**src/rtl/multicycle_ctrl_if.sv**
```systemverilog
// Shared memory-port handshake between the multicycle controller and its memory.
// A request is held with mem_req=1 until the first cycle mem_ready=1; that cycle
// is the transfer (fetch data valid, load data valid, or store accepted).
interface multicycle_ctrl_if;
  logic mem_req;
  logic mem_we;
  logic mem_ifetch;
  logic mem_ready;

  modport master (output mem_req, output mem_we, output mem_ifetch, input mem_ready);
  modport slave  (input mem_req, input mem_we, input mem_ifetch, output mem_ready);
endinterface

```
**src/rtl/multicycle_ctrl.sv**
```systemverilog
// Multi-cycle RV32I-subset control FSM: FETCH/DECODE/EXEC/MEM/WB with memory stall and trap.
// Optional PERF_CNT_EN adds cycle_cnt/instret_cnt performance counters.
module multicycle_ctrl #(
  parameter int unsigned WAIT_LIMIT = 16,
  parameter logic [31:0] PC_RESET   = 32'h0000_0000
) (
  input  logic                clk,
  input  logic                rst,
  multicycle_ctrl_if.master   mem,
  input  logic [31:0]         inst_field,
  input  logic [31:0]         pc_in,
  input  logic                zero,
  output logic                IRWrite,
  output logic                PCWrite,
  output logic [2:0]          ALU_Control,
  output logic [1:0]          ImmSel,
  output logic [1:0]          MemtoReg,
  output logic                ALUSrc_B,
  output logic                Jump,
  output logic                Branch,
  output logic                RegWrite,
  output logic                trap,
  output logic [1:0]          trap_cause,
  output logic [31:0]         trap_pc,
  output logic [2:0]          state_dbg
`ifdef PERF_CNT_EN
  ,
  output logic [31:0]         cycle_cnt,
  output logic [31:0]         instret_cnt
`endif
);

  typedef enum logic [2:0] {
    S_FETCH  = 3'd0,
    S_DECODE = 3'd1,
    S_EXEC   = 3'd2,
    S_MEM    = 3'd3,
    S_WB     = 3'd4,
    S_TRAP   = 3'd5
  } state_t;

  typedef enum logic [2:0] {K_ILL, K_R, K_I, K_LW, K_SW, K_BEQ, K_JAL} kind_t;

  localparam int CW = (WAIT_LIMIT > 1) ? $clog2(WAIT_LIMIT) : 1;
  localparam logic [CW-1:0] WAIT_LAST = CW'(WAIT_LIMIT - 1);
  localparam bit LIMIT_EN = (WAIT_LIMIT != 0);

  state_t        state;
  logic [CW-1:0] wait_cnt;

  logic [6:0] opcode;
  logic [2:0] funct3;
  logic [6:0] funct7;
  logic       rd_nz;
  kind_t      kind;
  logic [2:0] alu_op;
  logic [1:0] imm_sel;
  logic       src_b;
  logic       timeout;

  logic mem_req, mem_we, mem_ifetch;

  // The controller never looks at rs1/rs2 or the zero flag; the datapath uses them.
  logic unused_bits;
  assign unused_bits = ^{zero, inst_field[24:15]};

  assign opcode = inst_field[6:0];
  assign funct3 = inst_field[14:12];
  assign funct7 = inst_field[31:25];
  assign rd_nz  = (inst_field[11:7] != 5'd0);

  always_comb begin
    kind    = K_ILL;
    alu_op  = 3'b010;
    imm_sel = 2'b00;
    src_b   = 1'b0;
    case (opcode)
      7'b0110011: begin
        if (funct7 == 7'b0000000) begin
          kind = K_R;
          case (funct3)
            3'b000:  alu_op = 3'b010;
            3'b111:  alu_op = 3'b000;
            3'b110:  alu_op = 3'b001;
            3'b100:  alu_op = 3'b011;
            3'b101:  alu_op = 3'b101;
            3'b010:  alu_op = 3'b111;
            default: kind   = K_ILL;
          endcase
        end else if (funct7 == 7'b0100000 && funct3 == 3'b000) begin
          kind   = K_R;
          alu_op = 3'b110;
        end
      end
      7'b0010011: begin
        kind  = K_I;
        src_b = 1'b1;
        case (funct3)
          3'b000:  alu_op = 3'b010;
          3'b111:  alu_op = 3'b000;
          3'b110:  alu_op = 3'b001;
          3'b100:  alu_op = 3'b011;
          3'b010:  alu_op = 3'b111;
          default: kind   = K_ILL;
        endcase
      end
      7'b0000011: if (funct3 == 3'b010) begin kind = K_LW; src_b = 1'b1; end
      7'b0100011: if (funct3 == 3'b010) begin kind = K_SW; src_b = 1'b1; imm_sel = 2'b01; end
      7'b1100011: if (funct3 == 3'b000) begin kind = K_BEQ; alu_op = 3'b110; imm_sel = 2'b10; end
      7'b1101111: begin kind = K_JAL; imm_sel = 2'b11; end
      default: kind = K_ILL;
    endcase
  end

  // Fires on the last allowed stall cycle, so the request is held exactly WAIT_LIMIT cycles.
  assign timeout = LIMIT_EN && !mem.mem_ready && (wait_cnt == WAIT_LAST);

  always_comb begin
    mem_req     = 1'b0;
    mem_we      = 1'b0;
    mem_ifetch  = 1'b0;
    IRWrite     = 1'b0;
    PCWrite     = 1'b0;
    ALU_Control = 3'b000;
    ImmSel      = 2'b00;
    MemtoReg    = 2'b00;
    ALUSrc_B    = 1'b0;
    Jump        = 1'b0;
    Branch      = 1'b0;
    RegWrite    = 1'b0;
    if (!rst) begin
      case (state)
        S_FETCH: begin
          mem_req    = 1'b1;
          mem_ifetch = 1'b1;
          IRWrite    = mem.mem_ready;
        end
        S_EXEC: begin
          ALU_Control = alu_op;
          ImmSel      = imm_sel;
          ALUSrc_B    = src_b;
          if (kind == K_BEQ) begin
            Branch  = 1'b1;
            PCWrite = 1'b1;
          end else if (kind == K_JAL) begin
            Jump     = 1'b1;
            MemtoReg = 2'b10;
            RegWrite = rd_nz;
            PCWrite  = 1'b1;
          end
        end
        S_MEM: begin
          mem_req     = 1'b1;
          mem_we      = (kind == K_SW);
          ALU_Control = alu_op;
          ImmSel      = imm_sel;
          ALUSrc_B    = src_b;
          PCWrite     = (kind == K_SW) && mem.mem_ready;
        end
        S_WB: begin
          ALU_Control = alu_op;
          ImmSel      = imm_sel;
          ALUSrc_B    = src_b;
          MemtoReg    = (kind == K_LW) ? 2'b01 : 2'b00;
          RegWrite    = rd_nz;
          PCWrite     = 1'b1;
        end
        default: ;
      endcase
    end
  end

  assign mem.mem_req    = mem_req;
  assign mem.mem_we     = mem_we;
  assign mem.mem_ifetch = mem_ifetch;
  assign state_dbg      = state;

  always_ff @(posedge clk) begin
    if (rst) begin
      state      <= S_FETCH;
      wait_cnt   <= '0;
      trap       <= 1'b0;
      trap_cause <= 2'b00;
      trap_pc    <= PC_RESET;
    end else begin
      wait_cnt <= '0;
      case (state)
        S_FETCH, S_MEM: begin
          if (mem.mem_ready) begin
            if (state == S_FETCH)    state <= S_DECODE;
            else if (kind == K_LW)   state <= S_WB;
            else                     state <= S_FETCH;
          end else if (timeout) begin
            state      <= S_TRAP;
            trap       <= 1'b1;
            trap_cause <= 2'b10;
            trap_pc    <= pc_in;
          end else begin
            wait_cnt <= wait_cnt + CW'(1);
          end
        end
        S_DECODE: begin
          if (kind == K_ILL) begin
            state      <= S_TRAP;
            trap       <= 1'b1;
            trap_cause <= 2'b01;
            trap_pc    <= pc_in;
          end else begin
            state <= S_EXEC;
          end
        end
        S_EXEC: begin
          if (kind == K_R || kind == K_I)        state <= S_WB;
          else if (kind == K_LW || kind == K_SW) state <= S_MEM;
          else                                   state <= S_FETCH;
        end
        S_WB:    state <= S_FETCH;
        S_TRAP:  state <= S_TRAP;
        default: state <= S_FETCH;
      endcase
    end
  end

`ifdef PERF_CNT_EN
  always_ff @(posedge clk) begin
    if (rst) begin
      cycle_cnt   <= 32'd0;
      instret_cnt <= 32'd0;
    end else begin
      if (state != S_TRAP) cycle_cnt <= cycle_cnt + 32'd1;
      if (PCWrite)         instret_cnt <= instret_cnt + 32'd1;
    end
  end
`endif

endmodule

```
**src/flat_wrapper.sv**
```systemverilog
// flat-port wrapper written by rule: the top's interface ports become plain ports
module multicycle_ctrl_flat 
#(
  parameter int unsigned WAIT_LIMIT = 16,
  parameter logic [31:0] PC_RESET   = 32'h0000_0000
)
  (clk, rst, inst_field, pc_in, zero, IRWrite, PCWrite, ALU_Control, ImmSel, MemtoReg, ALUSrc_B, Jump, Branch, RegWrite, trap, trap_cause, trap_pc, state_dbg, mem_mem_req, mem_mem_we, mem_mem_ifetch, mem_mem_ready);
  multicycle_ctrl_if mem_i ();
  input  logic clk;
  input  logic rst;
  input  logic [31:0] inst_field;
  input  logic [31:0] pc_in;
  input  logic zero;
  output logic IRWrite;
  output logic PCWrite;
  output logic [2:0] ALU_Control;
  output logic [1:0] ImmSel;
  output logic [1:0] MemtoReg;
  output logic ALUSrc_B;
  output logic Jump;
  output logic Branch;
  output logic RegWrite;
  output logic trap;
  output logic [1:0] trap_cause;
  output logic [31:0] trap_pc;
  output logic [2:0] state_dbg;
  output wire logic [$bits(mem_i.mem_req)-1:0] mem_mem_req;
  output wire logic [$bits(mem_i.mem_we)-1:0] mem_mem_we;
  output wire logic [$bits(mem_i.mem_ifetch)-1:0] mem_mem_ifetch;
  input wire logic [$bits(mem_i.mem_ready)-1:0] mem_mem_ready;
  assign mem_mem_req = mem_i.mem_req;
  assign mem_mem_we = mem_i.mem_we;
  assign mem_mem_ifetch = mem_i.mem_ifetch;
  assign mem_i.mem_ready = mem_mem_ready;
  multicycle_ctrl #(.WAIT_LIMIT(WAIT_LIMIT), .PC_RESET(PC_RESET)) u_core (.clk(clk), .rst(rst), .mem(mem_i), .inst_field(inst_field), .pc_in(pc_in), .zero(zero), .IRWrite(IRWrite), .PCWrite(PCWrite), .ALU_Control(ALU_Control), .ImmSel(ImmSel), .MemtoReg(MemtoReg), .ALUSrc_B(ALUSrc_B), .Jump(Jump), .Branch(Branch), .RegWrite(RegWrite), .trap(trap), .trap_cause(trap_cause), .trap_pc(trap_pc), .state_dbg(state_dbg));
endmodule
```
**config.mk**
```make
export PLATFORM = sky130hd
export DESIGN_NAME = multicycle_ctrl_flat
export DESIGN_NICKNAME = d
export VERILOG_FILES = /design/src/rtl/multicycle_ctrl_if.sv /design/src/rtl/multicycle_ctrl.sv /design/src/flat_wrapper.sv
export SDC_FILE = /design/constraint.sdc
export NUM_CORES = 1
export LEC_CHECK = 0
export ABC_AREA = 1
export CORE_MARGIN = 1
export CORE_UTILIZATION = 35
export CTS_BUF_LIST = sky130_fd_sc_hd__clkbuf_4 sky130_fd_sc_hd__clkbuf_8 sky130_fd_sc_hd__clkbuf_16
export CTS_CLUSTER_SIZE = 14
export DETAILED_ROUTE_END_ITERATION = 7
export PLACE_DENSITY = 0.76
export SYNTH_ARGS = -nofsm -noshare
export SYNTH_HDL_FRONTEND = slang
export SYNTH_SLANG_ARGS = --single-unit
```
**constraint.sdc**
```tcl
create_clock -name clk -period 1.5 [get_ports clk]
set_input_delay 0.3 -clock clk [delete_from_list [all_inputs] [get_ports clk]]
set_output_delay 0.3 -clock clk [all_outputs]
set_load 0.1 [all_outputs]
```
==> results.cfg, run 1 <==
[status]
outcome = did not finish
flow.stopped_at = global routing
toolErrorMsg = [ERROR DPL-0038] Utilization greater than 100%, impossible to legalize

[synth]
synth_compound_area_frac = 0.141
ys_types = 32
synth_mux_area_frac = 0
synth_adder_area_share = 0.00562
ys_seq_area_frac = 0.378
yosys.area_share.simple = 0.372
synth_xor_xnor_area_share = 0.00393
syn_inst = 320
yosys_register_bits = 42
synth.avg_cell_area_um2 = 6.96
synth_area_um2 = 2230
syn_nets = 389
synth_top_family_by_area = simple AND/OR/NAND/NOR gates
yosysWarningCount = 0

[clocking]
cts_num_sinks = 42
root_buffer = clkbuf_8
cts_hold_buffers = 0
ctsHtreeMaxLevel = 2
cts_buffer_depth = 2
numCtsBuffers = 5

[floorplan]
die_h_um = 81.7
initial_core_util = 0.369
rows = 28
die_w_um = 81.7
pin_count = 122

[global_route]
grt_start_max_net_pins = 27

[timing]
grt-worst-endpoint = ImmSel[0]
worst_endpoint_kind = primary output

[place]
post-dp-hpwl_mm = 6.85
gp_congestion = 0.946
port_buffers = 110
[synthesized netlist by cell type, drive strengths merged]
cell    number  area [um2]
a211oi       2        15.0
a21oi       40         204
a221oi       2        17.5
a31oi        3        18.8
buf         11        93.8
clkbuf       4        15.0
dfxtp       42         841
ha           1        12.5
inv         30         113
nand2       71         298
nand3       45         230
nand3b       3        22.5
nand4        3        25.0
nor2        39         189
nor3         9        45.0
nor4         3        18.8
o21a         1        7.51
o21ai        9        45.0
o22ai        1        6.26
xor2         1        8.76
[kinds of logic after synthesis]
kind of cell | Yosys count
adder cells (fa/ha/maj) | 1
AO/OA/AOI/OAI | 58
XOR/XNOR | 1
AND/OR/NAND/NOR | 173
buffers and inverters | 45
flip-flops | 42
[repair_timing]
| action | CTS |
|---|---|
| cloned | 6 |
| gates resized for setup | 107 |
| buffers inserted | 23 |
| pin swaps | 47 |
| setup endpoints to repair | 55 |
[through the flow]
stage                     std cells  worst slack (ns)  hold WS (ns)   util  cell area (um2)
after CTS                       594            -0.535         0.504  0.892             5380
after global placement          557            -0.861         0.486  0.789             4750
after detailed placement        557            -0.950         0.494  0.789             4750
after floorplan                 320            -0.765         0.418      -             2530
==> inputs of run 2 (changes only) <==
Settings changed: CORE_UTILIZATION 35 to 39, CTS_BUF_LIST sky130_fd_sc_hd__clkbuf_4 sky130_fd_sc_hd__clkbuf_8 sky130_fd_sc_hd__clkbuf_16 to not set, CTS_CLUSTER_SIZE 14 to not set, PLACE_DENSITY 0.76 to not set, PLACE_DENSITY_LB_ADDON set to 0.15.
Clock period 1.5 ns to 2 ns, I/O delays scaled along.
==> run 2 against run 1 <==
The flow now finishes, with violations (negative setup slack). Area after synthesis did not move. Synthesized cell count unchanged.
==> results.cfg, run 2 <==
[timing]
fin_crit_sh = 1.11
layout_setup_ws_ns = -0.217
whs_ns = 0.463
rsz0062_at_grt = yes
finalSetupViolations = 49
relSlewSlack = 0.697
skew_ns = 0.00513
fmax_ghz = 0.451
finalCriticalPeriod_ns = 2.22
hold_viol = 0
tightest_slew_ns = 0.450
slew_violations = 0

[routing]
wl_per_cell_um = 17.9
drtPass1Iterations = 5
ant_nets = 0
drt_wl_total_mm = 10.3
num_vias = 3202
drtIter0Drc = 233
drcViolationCount = 0
avgViaCountPerCell = 5.60

[cells_and_area]
diodes = 0
final_nets = 569
areaGrowthSynthToFinish_pct = 112
regMostFlops = u_core.trap_pc
layout_commonest_cell = buf_4
fillers = 258
design_area_um2 = 4710
layout_common_cells = buf_4, nand2_1, dfxtp_1
largest_reg_flops = 32
drive_gt1_frac = 0.480

[critical_path]
r2r-start = u_core.state_dbg[1]
startpoint_type = input pin
startpoint = inst_field[3]
endpoint_kind = primary output
cp.arrival_ns = 1.82
cp.required_ns = 1.60
reg2reg_to = u_core.state_dbg[0]
crit_fanout = 7
worstSetupPathType = in -> out
cp-endpoint = Branch
reg2reg_depth = 11
reg2reg_slack_ns = 0.10

[global_route]
grt_start_max_net_pins = 45
grt_antenna_before_repair = 0
grt_pass1_vias = 2944
grt_pass1_wl_mm = 13.7
global_route.overflow_total = 0
track_usage = 0.287

[flow_run]
cap_viol_max_count = 0

[power_and_ir_drop]
power_switching_share = 0.573
power_density_nw_per_um2 = 1320
max-vdd-ir-drop_mv = 1.10
p_sw_w = 0.00356
seqPwrFrac = 0.204
p_int_w = 0.00265
leakage_nw = 1.96
pwr-share-comb = 0.691
finalPower_w = 0.00621
clkPwrFrac = 0.105

[place]
port_buffers = 110
dp_slack_ns = -0.597
post-dp-hpwl_mm = 5.43
place_area_um2 = 4050
gp_congestion = 0.950

[synth]
synth.avg_cell_area_um2 = 6.96
synth.area.top_cells = dfxtp_1, nand2_1, nand3_1, a21oi_1, nor2_1
yosysWarningCount = 0
ys_seq_area_frac = 0.378
syn_nets = 389
synth_flop_cell = dfxtp_1
ys_top_cells_by_count = nand2_1, nand3_1, dfxtp_1
yosys_register_bits = 42
synth_area_um2 = 2230
ys_types = 32
postSynth.asyncResetShare = 0
synth_top_area_frac = 0.378
yosysTopAreaCell = dfxtp_1
yosysMostFrequentCell = nand2_1
synth_edf_count = 0
syn_inst = 320

[floorplan]
initial_core_util = 0.404
dieArea_um2 = 6010
pin_count = 122
coreArea_um2 = 5510
die_h_um = 77.5
die_w_um = 77.5
rows = 27

[status]
violations = negative setup slack
outcome = complete, but fails checks

[clocking]
numCtsBuffers = 5
clk_pin_slew_worst_paths_ns = 0.08
cts_num_sinks = 42
cts_buffer_depth = 2
cts_hold_buffers = 0
cts_tree = built
root_buffer = clkbuf_8
worstSkewPairLatency_ns = 0.30
ctsHtreeMaxLevel = 2

[hold_path]
hp-class = reg -> reg
## run 2: layout make-up
type / count / area [um2] / share of cell area
Clock buffer: 7 / 108 / 0.0228
Inverter: 30 / 138 / 0.0292
Multi-Input combinational cell: 238 / 1700 / 0.360
Sequential cell: 42 / 852 / 0.181
Tap cell: 72 / 90.1 / 0.0191
Timing Repair Buffer: 183 / 1830 / 0.388
## run 2: cells by family after synthesis
group | share of synthesized area
AOI/OAI and AO/OA | 0.141
xor gates and xnor gates | 0.00394
adders and majority gates | 0.00562
buffers and inverters | 0.0995
DFF | 0.378
and+or+nand+nor | 0.372
## run 2: stage by stage
step / util / instances / TNS (ns)
final: 0.856 / 572 / -4.27
after global routing: 0.856 / 572 / -7.98
after CTS: 0.803 / 558 / -1.92
after detailed placement: 0.736 / 532 / -24.40
after global placement: 0.736 / 532 / -22.01
after floorplan: - / 320 / -3.45
## run 2: power by group through the flow
stage	sequential [W]	clock (W)	combinational, W
floorplan	0.00293	0	0.00116
global placement	0.00126	0	0.00364
detailed placement	0.00127	0	0.00368
CTS	0.00125	0.000637	0.00383
global route	0.00129	0.000681	0.00442
finish	0.00127	0.000650	0.00429
## run 2: repair_timing
item / in CTS / in global routing
pin swaps: 34 / 28
gates cloned: 1 / 7
endpoints found under the setup margin: 50 / 51
setup buffers: 19 / 10
resized for setup: 81 / 41
## run 2: how the worst min path moves through the flow
| stage | slack, ns | end | start | depth (start not counted) |
|---|---|---|---|---|
| floorplan | 0.42 | u_core.wait_cnt[0] | u_core.wait_cnt[0] | 1 |
| global placement | 0.43 | u_core.wait_cnt[0] | u_core.wait_cnt[0] | 1 |
| detailed placement | 0.44 | u_core.wait_cnt[0] | u_core.wait_cnt[0] | 1 |
| CTS | 0.46 | u_core.trap_pc[3] | u_core.trap_pc[3] | 2 |
| global route | 0.49 | u_core.trap_pc[17] | u_core.trap_pc[17] | 2 |
| finish | 0.46 | u_core.trap_pc[8] | u_core.trap_pc[8] | 2 |
## run 2: routing by layer
metal	vias up	global-route usage	part of all wire
met5	-	0	0
met1	1493	0.343	0.39
met3	56	0.0741	0.081
li1	1432	-	-
met2	221	0.484	0.49
met4	0	0.121	0.046
## run 2: critical path, stage by stage
cell      delay, ns
buf_12         0.11
inv_12         0.04
nand2_4        0.04
nor2_4         0.24
nand3_1        0.13
inv_1          0.11
nand3b_1       0.17
nand3_4        0.15
nand2_2        0.07
nor3_4         0.15
buf_12         0.20
Note: power is estimated with default switching activity, not from simulation.
==> inputs of run 3 (changes only) <==
Settings changed: CORE_MARGIN 1 to 2.
==> run 3 against run 2 <==
The run now fails in global routing. Synthesized cell count unchanged. Area after synthesis stayed put.
==> results.cfg, run 3 <==
[clocking]
cts_num_sinks = 42
cts_hold_buffers = 0
root_buffer = clkbuf_8
numCtsBuffers = 5
cts_buffer_depth = 2
ctsHtreeMaxLevel = 2

[synth]
synth.avg_cell_area_um2 = 6.96
yosys_register_bits = 42
synth_edf_count = 0
synth_area_um2 = 2230
synth_top_area_frac = 0.378
syn_inst = 320
ys_top_cells_by_count = nand2_1, nand3_1, dfxtp_1
ys_seq_area_frac = 0.378
ys_types = 32
yosysTopAreaCell = dfxtp_1
synth.area.top_cells = dfxtp_1, nand2_1, nand3_1, a21oi_1, nor2_1
postSynth.asyncResetShare = 0
syn_nets = 389
yosysMostFrequentCell = nand2_1
synth_flop_cell = dfxtp_1
yosysWarningCount = 0

[place]
numPlacedInstances = 528
place_area_um2 = 4010
post-dp-hpwl_mm = 5.55
gp_congestion = 0.894
port_buffers = 110

[status]
outcome = did not finish
flow.stopped_at = global routing
toolErrorMsg = [ERROR DPL-0033] detailed placement checks failed during check placement.

[floorplan]
rows = 27
pin_count = 122
die_h_um = 79.5
initial_core_util = 0.404
die_w_um = 79.5

[timing]
grt-worst-endpoint = Branch
worst_endpoint_kind = primary output

[global_route]
grt_antenna_before_repair = 0
grt_start_max_net_pins = 27
==> run 3: cell counts after synthesis <==
No cell type changed its count.
==> run 3: kinds of logic after synthesis <==
logic type | count (synthesis) | share of synthesized area
xor+xnor | 1 | 0.00394
buf+inv | 45 | 0.0995
simple gates | 173 | 0.372
compound gates | 58 | 0.141
flops | 42 | 0.378
fa+ha+maj | 1 | 0.00562
==> run 3: stage by stage <==
stage                util  hold WS (ns)  worst slack [ns]
floorplan               -         0.418            -0.479
global placement    0.728         0.429            -0.612
detailed placement  0.728         0.440            -0.666
CTS                 0.829         0.455            -0.153
==> run 3: what timing repair did <==
action,4_1_cts
setup endpoints to repair,50
setup buffers,32
gates cloned,3
gates resized for setup,110
pin swaps,43
hold endpoints to repair,0
